$ cat src/rtl/acc_pkg.sv
// Shared op codes, shift-sequencer state encoding and a decode helper
// for the accumulator register.
package acc_pkg;

  localparam logic [2:0] OP_NOP = 3'd0;
  localparam logic [2:0] OP_LOAD = 3'd1;
  localparam logic [2:0] OP_ADD = 3'd2;
  localparam logic [2:0] OP_SUB = 3'd3;
  localparam logic [2:0] OP_AND = 3'd4;
  localparam logic [2:0] OP_OR = 3'd5;
  localparam logic [2:0] OP_SHL = 3'd6;
  localparam logic [2:0] OP_SHR = 3'd7;

  typedef enum logic {
    ST_IDLE  = 1'b0,
    ST_SHIFT = 1'b1
  } shift_state_e;

  function automatic logic is_shift(input logic [2:0] op);
    return (op == OP_SHL) || (op == OP_SHR);
  endfunction

endpackage

$ cat src/rtl/acc_reg_if.sv
// Operand/result bundle between the operand bus and the accumulator.
interface acc_reg_if #(
  parameter int WIDTH = 8
);
  localparam int AW = $clog2(WIDTH);

  // start is sampled only while busy=0; a request accepted at an edge
  // yields exactly one done pulse, either the next cycle (single-cycle
  // ops, zero-amount shifts) or after the last shift step. start seen
  // while busy=1 is dropped, not queued.
  logic             start;
  logic [2:0]       op;
  logic [WIDTH-1:0] data;
  logic [AW-1:0]    amount;
  logic [WIDTH-1:0] y;
  logic             carry;
  logic             overflow;
  logic             zero;
  logic             busy;
  logic             done;

  modport master (
    output start, op, data, amount,
    input  y, carry, overflow, zero, busy, done
  );

  modport slave (
    input  start, op, data, amount,
    output y, carry, overflow, zero, busy, done
  );

endinterface

$ cat src/rtl/acc_shift_seq.sv
// IDLE/SHIFT sequencer: counts down the remaining shift steps, issues one
// shift enable per cycle and a registered done after the final step.
module acc_shift_seq
  import acc_pkg::*;
#(
  parameter int AW = 3
) (
  input  logic          clk_i,
  input  logic          rst_ni,
  input  logic          launch_i,
  input  logic [AW-1:0] amount_i,
  output logic          busy_o,
  output logic          shift_en_o,
  output logic          done_o,
  output shift_state_e  state_o
);

  shift_state_e  state_q, state_d;
  logic [AW-1:0] cnt_q, cnt_d;
  logic          done_q, done_d;

  always_comb begin
    state_d    = state_q;
    cnt_d      = cnt_q;
    done_d     = 1'b0;
    shift_en_o = 1'b0;
    case (state_q)
      ST_IDLE: begin
        if (launch_i) begin
          state_d = ST_SHIFT;
          cnt_d   = amount_i;
        end
      end
      ST_SHIFT: begin
        shift_en_o = 1'b1;
        cnt_d      = cnt_q - AW'(1);
        if (cnt_q == AW'(1)) begin
          state_d = ST_IDLE;
          done_d  = 1'b1;
        end
      end
      default: state_d = ST_IDLE;
    endcase
  end

  always_ff @(posedge clk_i) begin
    if (!rst_ni) begin
      state_q <= ST_IDLE;
      cnt_q   <= '0;
      done_q  <= 1'b0;
    end else begin
      state_q <= state_d;
      cnt_q   <= cnt_d;
      done_q  <= done_d;
    end
  end

  assign busy_o  = (state_q == ST_SHIFT);
  assign done_o  = done_q;
  assign state_o = state_q;

endmodule

$ cat src/rtl/acc_reg.sv
// Parametrised accumulator: single-cycle load/arith/logic ops with flags,
// plus bit-serial shifts sequenced by acc_shift_seq.
module acc_reg
  import acc_pkg::*;
#(
  parameter int               WIDTH       = 8,
  parameter logic [WIDTH-1:0] RESET_VALUE = '0,
  parameter bit               SATURATE    = 1'b0
) (
  input  logic         clock,
  input  logic         reset,
  acc_reg_if.slave     bus,
  output shift_state_e dbg_state_o
);

  localparam int AW = $clog2(WIDTH);

  logic [WIDTH-1:0] y_q, y_d;
  logic             carry_q, carry_d;
  logic             ovf_q, ovf_d;
  logic             op_done_q, op_done_d;
  logic             dir_q, dir_d;
  logic             busy, shift_en, shift_done;
  logic             accept, launch;
  logic [WIDTH:0]   sum, diff;

  assign accept = bus.start & ~busy;
  assign launch = accept & is_shift(bus.op) & (bus.amount != '0);
  assign sum    = {1'b0, y_q} + {1'b0, bus.data};
  assign diff   = {1'b0, y_q} - {1'b0, bus.data};

  acc_shift_seq #(.AW(AW)) u_seq (
    .clk_i      (clock),
    .rst_ni     (reset),
    .launch_i   (launch),
    .amount_i   (bus.amount),
    .busy_o     (busy),
    .shift_en_o (shift_en),
    .done_o     (shift_done),
    .state_o    (dbg_state_o)
  );

  // accept can never coincide with shift_en because busy gates it
  always_comb begin
    y_d       = y_q;
    carry_d   = carry_q;
    ovf_d     = ovf_q;
    op_done_d = 1'b0;
    dir_d     = dir_q;
    if (shift_en) begin
      if (dir_q) begin
        y_d     = y_q >> 1;
        carry_d = y_q[0];
      end else begin
        y_d     = y_q << 1;
        carry_d = y_q[WIDTH-1];
      end
    end else if (accept) begin
      op_done_d = ~launch;
      case (bus.op)
        OP_LOAD: begin
          y_d     = bus.data;
          carry_d = 1'b0;
          ovf_d   = 1'b0;
        end
        OP_ADD: begin
          y_d     = sum[WIDTH-1:0];
          carry_d = sum[WIDTH];
          ovf_d   = (y_q[WIDTH-1] == bus.data[WIDTH-1]) &&
                    (sum[WIDTH-1] != y_q[WIDTH-1]);
          if (SATURATE && sum[WIDTH]) y_d = '1;
        end
        OP_SUB: begin
          y_d     = diff[WIDTH-1:0];
          carry_d = diff[WIDTH];
          ovf_d   = (y_q[WIDTH-1] != bus.data[WIDTH-1]) &&
                    (diff[WIDTH-1] != y_q[WIDTH-1]);
          if (SATURATE && diff[WIDTH]) y_d = '0;
        end
        OP_AND: begin
          y_d     = y_q & bus.data;
          carry_d = 1'b0;
          ovf_d   = 1'b0;
        end
        OP_OR: begin
          y_d     = y_q | bus.data;
          carry_d = 1'b0;
          ovf_d   = 1'b0;
        end
        OP_SHL, OP_SHR: begin
          ovf_d = 1'b0;
          dir_d = (bus.op == OP_SHR);
        end
        default: ;
      endcase
    end
  end

  always_ff @(posedge clock) begin
    if (!reset) begin
      y_q       <= RESET_VALUE;
      carry_q   <= 1'b0;
      ovf_q     <= 1'b0;
      op_done_q <= 1'b0;
      dir_q     <= 1'b0;
    end else begin
      y_q       <= y_d;
      carry_q   <= carry_d;
      ovf_q     <= ovf_d;
      op_done_q <= op_done_d;
      dir_q     <= dir_d;
    end
  end

  assign bus.y        = y_q;
  assign bus.carry    = carry_q;
  assign bus.overflow = ovf_q;
  assign bus.zero     = (y_q == '0);
  assign bus.busy     = busy;
  assign bus.done     = op_done_q | shift_done;

endmodule

$ cat src/flat_wrapper.sv
// flat-port wrapper written by rule: the top's interface ports become plain ports
module acc_reg_flat import acc_pkg::*;
#(
  parameter int               WIDTH       = 8,
  parameter logic [WIDTH-1:0] RESET_VALUE = '0,
  parameter bit               SATURATE    = 1'b0
)
  (clock, reset, dbg_state_o, bus_start, bus_op, bus_data, bus_amount, bus_y, bus_carry, bus_overflow, bus_zero, bus_busy, bus_done);
  acc_reg_if #(.WIDTH(WIDTH)) bus_i ();
  input  logic clock;
  input  logic reset;
  output shift_state_e dbg_state_o;
  input wire logic [$bits(bus_i.start)-1:0] bus_start;
  input wire logic [$bits(bus_i.op)-1:0] bus_op;
  input wire logic [$bits(bus_i.data)-1:0] bus_data;
  input wire logic [$bits(bus_i.amount)-1:0] bus_amount;
  output wire logic [$bits(bus_i.y)-1:0] bus_y;
  output wire logic [$bits(bus_i.carry)-1:0] bus_carry;
  output wire logic [$bits(bus_i.overflow)-1:0] bus_overflow;
  output wire logic [$bits(bus_i.zero)-1:0] bus_zero;
  output wire logic [$bits(bus_i.busy)-1:0] bus_busy;
  output wire logic [$bits(bus_i.done)-1:0] bus_done;
  assign bus_i.start = bus_start;
  assign bus_i.op = bus_op;
  assign bus_i.data = bus_data;
  assign bus_i.amount = bus_amount;
  assign bus_y = bus_i.y;
  assign bus_carry = bus_i.carry;
  assign bus_overflow = bus_i.overflow;
  assign bus_zero = bus_i.zero;
  assign bus_busy = bus_i.busy;
  assign bus_done = bus_i.done;
  acc_reg #(.WIDTH(WIDTH), .RESET_VALUE(RESET_VALUE), .SATURATE(SATURATE)) u_core (.clock(clock), .reset(reset), .bus(bus_i), .dbg_state_o(dbg_state_o));
endmodule
$ cat config.mk
export PLATFORM = sky130hd
export DESIGN_NAME = acc_reg_flat
export DESIGN_NICKNAME = d
export VERILOG_FILES = /design/src/rtl/acc_pkg.sv /design/src/rtl/acc_reg_if.sv /design/src/rtl/acc_shift_seq.sv /design/src/rtl/acc_reg.sv /design/src/flat_wrapper.sv
export SDC_FILE = /design/constraint.sdc
export NUM_CORES = 1
export LEC_CHECK = 0
export CORE_MARGIN = 1
export CORE_UTILIZATION = 50
export DETAILED_ROUTE_END_ITERATION = 6
export GPL_TIMING_DRIVEN = 0
export PLACE_DENSITY_LB_ADDON = 0.1
export SETUP_SLACK_MARGIN = 0.02
export SLEW_MARGIN = 20
export SYNTH_ARGS = -nofsm -noshare
export SYNTH_HDL_FRONTEND = slang
export SYNTH_SLANG_ARGS = --single-unit
$ cat constraint.sdc
create_clock -name clock -period 3.4 [get_ports clock]
set_input_delay 0.85 -clock clock [delete_from_list [all_inputs] [get_ports clock]]
set_output_delay 0.85 -clock clock [all_outputs]
set_load 0.01 [all_outputs]
# Word-level counts from Yosys, hierarchy flattened
# Cells that the tools add are included.
# classes
muxes,16
n_addsub,3
bitwise_logic,11
n_eq_ne,13
n_reduce_logical,18
# ops
operator,n
8-bit one-hot mux with 5 select lines,1
8-bit 2-to-1 mux,3
"3-bit == test, second input constant",4
8-bit by 8-bit adder with 9-bit output,1
8-bit by 8-bit subtractor with 9-bit output,1
8-bit bitwise AND,1
8-bit logical NOT,1
8-bit bitwise OR,1
1-bit 2-to-1 mux,7
"3-bit by 1-bit == test with 1-bit output, second input constant",2
"3-bit by 2-bit == test with 1-bit output, second input constant",2
1-bit one-hot mux with 3 select lines,2
3-bit one-hot mux with 2 select lines,1
2-bit AND reduction,3
3-bit AND reduction,2
3-bit nonzero test,2
6-bit nonzero test,1
3-bit OR reduction,2
1-bit inverter,5
5-bit OR reduction,1
4-bit nonzero test,1
1-bit bitwise AND,3
3-bit 2-to-1 mux,1
1-bit inequality test,3
other kinds (9),10
# totals
inputBits,17
wordCells,69
regBits,17
output_inout_bits,14

# Longest topological paths before layout
# logic_depth
ltp_word,6
ltp_mapped,9
depth_no_buf,9

# Cells and area by module
# Synthesis repeated with hierarchy kept, for this count alone.
# hier_totals
hier_cells,269
area_unflattened_um2,2090.8
# by_module_without_submodules
module,seq_area_each_um2,area_each_um2,cells_per_inst,instances
acc_reg,240.2,1808.0,241,1
acc_shift_seq,100.1,282.8,28,1

# Least setup slack after synthesis
# Ideal clock, no wire load.
# synth_timing
path_kind,input port to flip-flop
startpoint,input bus_data[0]
endpoint,register u_core.y_q[6] (netlist: u_core.bus.y[6])
setup_ns,0.070
n_path_buf,0
arrival_ns,2.457
path_slack_ns,0.873
required_time_ns,3.330
path_stages,7
path_cell_list,ha_1 -> fa_1 -> a21o_1 -> nand2_1 -> a21oi_1 -> or4b_2 -> a21oi_1
# synth_between
elab_chain_cells,4
elab_cells_between_ends,5
cone_classes,add/sub: 2; mux: 3
# synth_rtl
item,line,source
"start, declared",flat_wrapper.sv:15,input wire logic [$bits(bus_i.data)-1:0] bus_data;
8-bit by 8-bit subtractor with 9-bit output / 8-bit by 8-bit adder with 9-bit output (equally long branches),"acc_reg.sv:30, acc_reg.sv:29",
8-bit one-hot mux with 5 select lines *,acc_reg.sv:60,case (bus.op)
8-bit 2-to-1 mux *,acc_reg.sv:58,end else if (accept) begin
8-bit 2-to-1 mux *,acc_reg.sv:50,if (shift_en) begin
"end signal, assigned",acc_reg.sv:107,y_q <= y_d;
"end, declared",acc_reg.sv:18,"logic [WIDTH-1:0] y_q, y_d;"
# Every way passes the cells marked *; elsewhere a longest branch is shown, timed or not. The select of a mux whose other input is x is not followed.
# A chain may end at the register's enable or synchronous reset.

# Worst setup path after layout
# layout_timing
startpoint,input bus_data[1]
endpoint,register u_core.ovf_q (netlist: u_core.bus.overflow)
# layout_between
elab_chain_cells,4
elab_cells_between_ends,7
cone_classes,add/sub: 2; eq/ne: 2; mux: 1; reduce/logical: 2
# layout_rtl
item,line,source
8-bit by 8-bit subtractor with 9-bit output / 8-bit by 8-bit adder with 9-bit output (equally long branches),"acc_reg.sv:30, acc_reg.sv:29",
"1-bit inequality test, on equally long branches","acc_reg.sv:77, acc_reg.sv:70",
"1-bit logical AND, on equally long branches","acc_reg.sv:76, acc_reg.sv:69",
1-bit one-hot mux with 3 select lines *,acc_reg.sv:60,
"end signal, assigned",acc_reg.sv:109,ovf_q <= ovf_d;
"end, declared",acc_reg.sv:20,"logic ovf_q, ovf_d;"
# Every way passes the cells marked *; elsewhere a longest branch is shown, timed or not.

==> run metrics <==
global-route usage over all layers 0.301; Core Region roughly 3800 um2; CTS Root Buffer Type sky130_fd_sc_hd__clkbuf_8; clock input transition at the sequential cells of the worst setup and hold paths ~80 ps; worst reg2reg setup slack a little under 900 ps; sum of negative setup slack 0 ps; Critical path origin bus_data[1]; post-synth cell types 51; Worst Tran Pin Value 791 ps; final hold viol count 0; final estimated routing congestion in global placement 0.911; initial antenna violation count 0; number of global-route vias before repair 1995; final cycle utilization of the critical path 0.916; placed wire-length estimate after detailed placement 4.56 mm; maximum count of clock buffers along a single path 2; share of final-layout standard cells stronger than drive strength 1 0.0543; chain of cells forming the critical path clkdlybuf4s50_1 -> inv_1 -> ha_1 -> or2_2 -> a221oi_2 -> a221o_1 -> xnor2_1 -> nand4_1 -> a31oi_1; total number of clock tree sinks 17; max-slew headroom at the worst pin 0.466; fraction of power spent switching nets 0.408; final net count 359; reported leakage power 0.959 nW; total power divided by cell area roughly 320 nW/um2; Reg2Reg Launch Point u_core.bus.y[1]$_SDFFE_PN0P_; Critical path destination u_core.bus.overflow$_SDFFE_PN0P_; Crit path buffers/inverters 2; endpoint arrival time on the critical path 3310 ps; flops & latches, synth 17; number of buffers added on ports 27; mean post-synth cell area roughly 7.3 um2; kind of end point of the critical path flip-flop; clock insertion delay at the later pin of the skew report 260 ps; area of all placed cells without fillers 2440 um2; Worst setup SP type primary input; global route total overflow 0; Final WS setup 287 ps; first-iteration detailed-routing DRC count 299; number of H-tree levels 1; terminus of the critical flop-to-flop path u_core.bus.overflow$_SDFFE_PN0P_; area growth from synthesis to layout 18.7%; Final Util 0.644; Placed Instances 357; CP Depth 9; Clock power frac 0.214; mapped cell area between 2000 and 2500 um2; final critical-path required period ~3100 ps; routed via count divided by cell count approximately 6.1; count of vias placed by the detailed router 2201; total design power around 0.77 mW; first-pass iteration count of the detailed router 5; Final Non-Filler Cells 361; crit path kind in -> reg; combinational cell fraction of total power 0.469; CP max stage delay 600 ps; first-pass GRT wire length 9.96 mm; RSZ-0062 raised after global routing no; fraction of synthesized cell area taken by the top area cell type 0.165; number of nets with antenna violations after detailed routing 0; number of cell rows 22; clock buffers created by TritonCTS 3; internal power consumption 0.457 mW; Slew Limit Fails 0; Hold-fix buffers, CTS 0; post-detailed-placement cell area 2390 um2; die height 66.2 um; CP max FO 5; VDD IR-drop max 144 uV; Die ar. between 4000 and 5000 um2; required time at the endpoint of the critical path 3600 ps; Top-Level Pins 31; cell type contributing the most total cell area after synthesis sky130_fd_sc_hd__dfxtp_1; register share of total power 0.317; max cap viols 0; tightest hold margin 485 ps; part of the Yosys area used for sequential elements 0.165; count of final setup violators 0; number of enable-type register cells in the synthesized netlist 0; TritonCTS clock tree yes; Synth Net Count 327; CP max stage cell sky130_fd_sc_hd__clkdlybuf4s50_1; post-CTS setup buffers 0; maximum number of pins on one net before global-route repair 12; Horiz. Die Dim 66.2 um; main flop type after synthesis sky130_fd_sc_hd__dfxtp_1; Fin Clk Skew 1.26 ps; post-place setup slack -116 ps; result of the run complete, no violations; Max Freq 321 MHz; most used standard cell by instance count after synthesis sky130_fd_sc_hd__a21oi_1; number of design rule violations left after detail routing 0; count of warnings emitted by yosys 0; Antenna diodes 0; top cell types by occurrence after synthesis sky130_fd_sc_hd__a21oi_1, sky130_fd_sc_hd__inv_1, sky130_fd_sc_hd__nor2_1; switching power total ~0.32 mW; average routed wire per standard cell 16.8 um; class of the tightest hold or removal check reg -> reg; wire length reported by the detailed router around 6.1 mm; share of flip-flops with an asynchronous set or reset 0; Synth area leaders sky130_fd_sc_hd__dfxtp_1, sky130_fd_sc_hd__ha_1, sky130_fd_sc_hd__a21oi_1; cell type group with the largest total delay on the critical path compound AO/OA/AOI/OAI gates; starting utilization of the core area 0.542; Register-to-Register Path Depth 8; number of cells produced by synthesis 282
## power by group through the flow
stage / Clock, mW / Sequential (mW) / Combinational (mW)
floorplan: 0 / 0.247 / 0.231
global placement: 0 / 0.248 / 0.348
detailed placement: 0 / 0.249 / 0.352
CTS: 0.169 / 0.244 / 0.354
global route: 0.178 / 0.248 / 0.398
finish: 0.165 / 0.245 / 0.363
## kinds of logic (layout without fill, tap and decap cells)
| group | after synthesis | after routing | synth area share |
|---|---|---|---|
| multiplexers | 6 | 6 | 0.0292 |
| buffers and inverters | 47 | 78 | 0.0936 |
| AND/OR/NAND/NOR | 78 | 78 | 0.186 |
| XOR/XNOR | 7 | 7 | 0.0298 |
| flip-flops | 17 | 17 | 0.165 |
| adder cells (fa/ha/maj) | 28 | 28 | 0.177 |
| AO/OA/AOI/OAI | 99 | 99 | 0.319 |
## registers in the layout (all words and copies together) (netlist names)
register and count:
u_core.bus.overflow 1, u_core.u_seq.done_o 1, u_core.op_done_q 1, u_core.bus.y 8, u_core.dir_q 1, u_core.u_seq.busy_o 1
u_core.bus.carry 1, u_core.u_seq.cnt_q 3
## routing by layer
layer | up-vias | wire length, um | GRT usage
met3 | 13 | 496 | 0.0362
met4 | 0 | 126 | 0.122
li1 | 1072 | - | -
met5 | - | 0 | 0
met1 | 1006 | 2740 | 0.416
met2 | 110 | 2710 | 0.468
## final cells by class
class	instances	area (um2)
plain buffers	20	91.3
clock buffers	3	41.3
clock inverters	1	7.51
fillers	377	1350
inverters	27	101
multi-input cells	218	1530
flip-flops and latches	17	340
well taps	48	60.1
repair buffers	27	270
## layout by cell type, fill, tap and decap left out, drive strengths merged, types with 2 or more instances in the layout
cell type       n
inv            27
fa              2
o221ai          2
a21oi          28
nand2b          3
o31ai           2
a31oi           6
a221o           3
o21ba           2
dfxtp          17
a221oi          4
ha             26
o311ai          3
buf             7
nand2          19
clkbuf         16
nor3            2
xor2            2
o211ai          5
mux2i           6
xnor2           5
nand3           4
and3            4
o21bai          3
a211oi         10
o21ai          20
nor2b           5
nor2           27
nand4           3
a2111oi         3
and2            2
clkdlybuf4s50  27
or2             3
## timing repair
item,in CTS,in global routing
gates resized for setup,0,1
hold endpoints to repair,0,0
setup endpoints to repair,0,2
## how the worst min path moves through the flow
stage	from	cells past startpoint	slack [ps]	endpoint
floorplan	u_core.u_seq.cnt_q[2]$_SDFFE_PN0P_	1	440	u_core.u_seq.done_o$_SDFF_PN0_
global placement	u_core.u_seq.cnt_q[2]$_SDFFE_PN0P_	1	470	u_core.u_seq.done_o$_SDFF_PN0_
detailed placement	u_core.u_seq.cnt_q[2]$_SDFFE_PN0P_	1	480	u_core.u_seq.done_o$_SDFF_PN0_
CTS	u_core.u_seq.cnt_q[2]$_SDFFE_PN0P_	1	490	u_core.u_seq.done_o$_SDFF_PN0_
global route	u_core.u_seq.cnt_q[2]$_SDFFE_PN0P_	1	500	u_core.u_seq.done_o$_SDFF_PN0_
finish	u_core.u_seq.cnt_q[2]$_SDFFE_PN0P_	1	490	u_core.u_seq.done_o$_SDFF_PN0_
No activity file was read; power rests on OpenSTA's default activity.
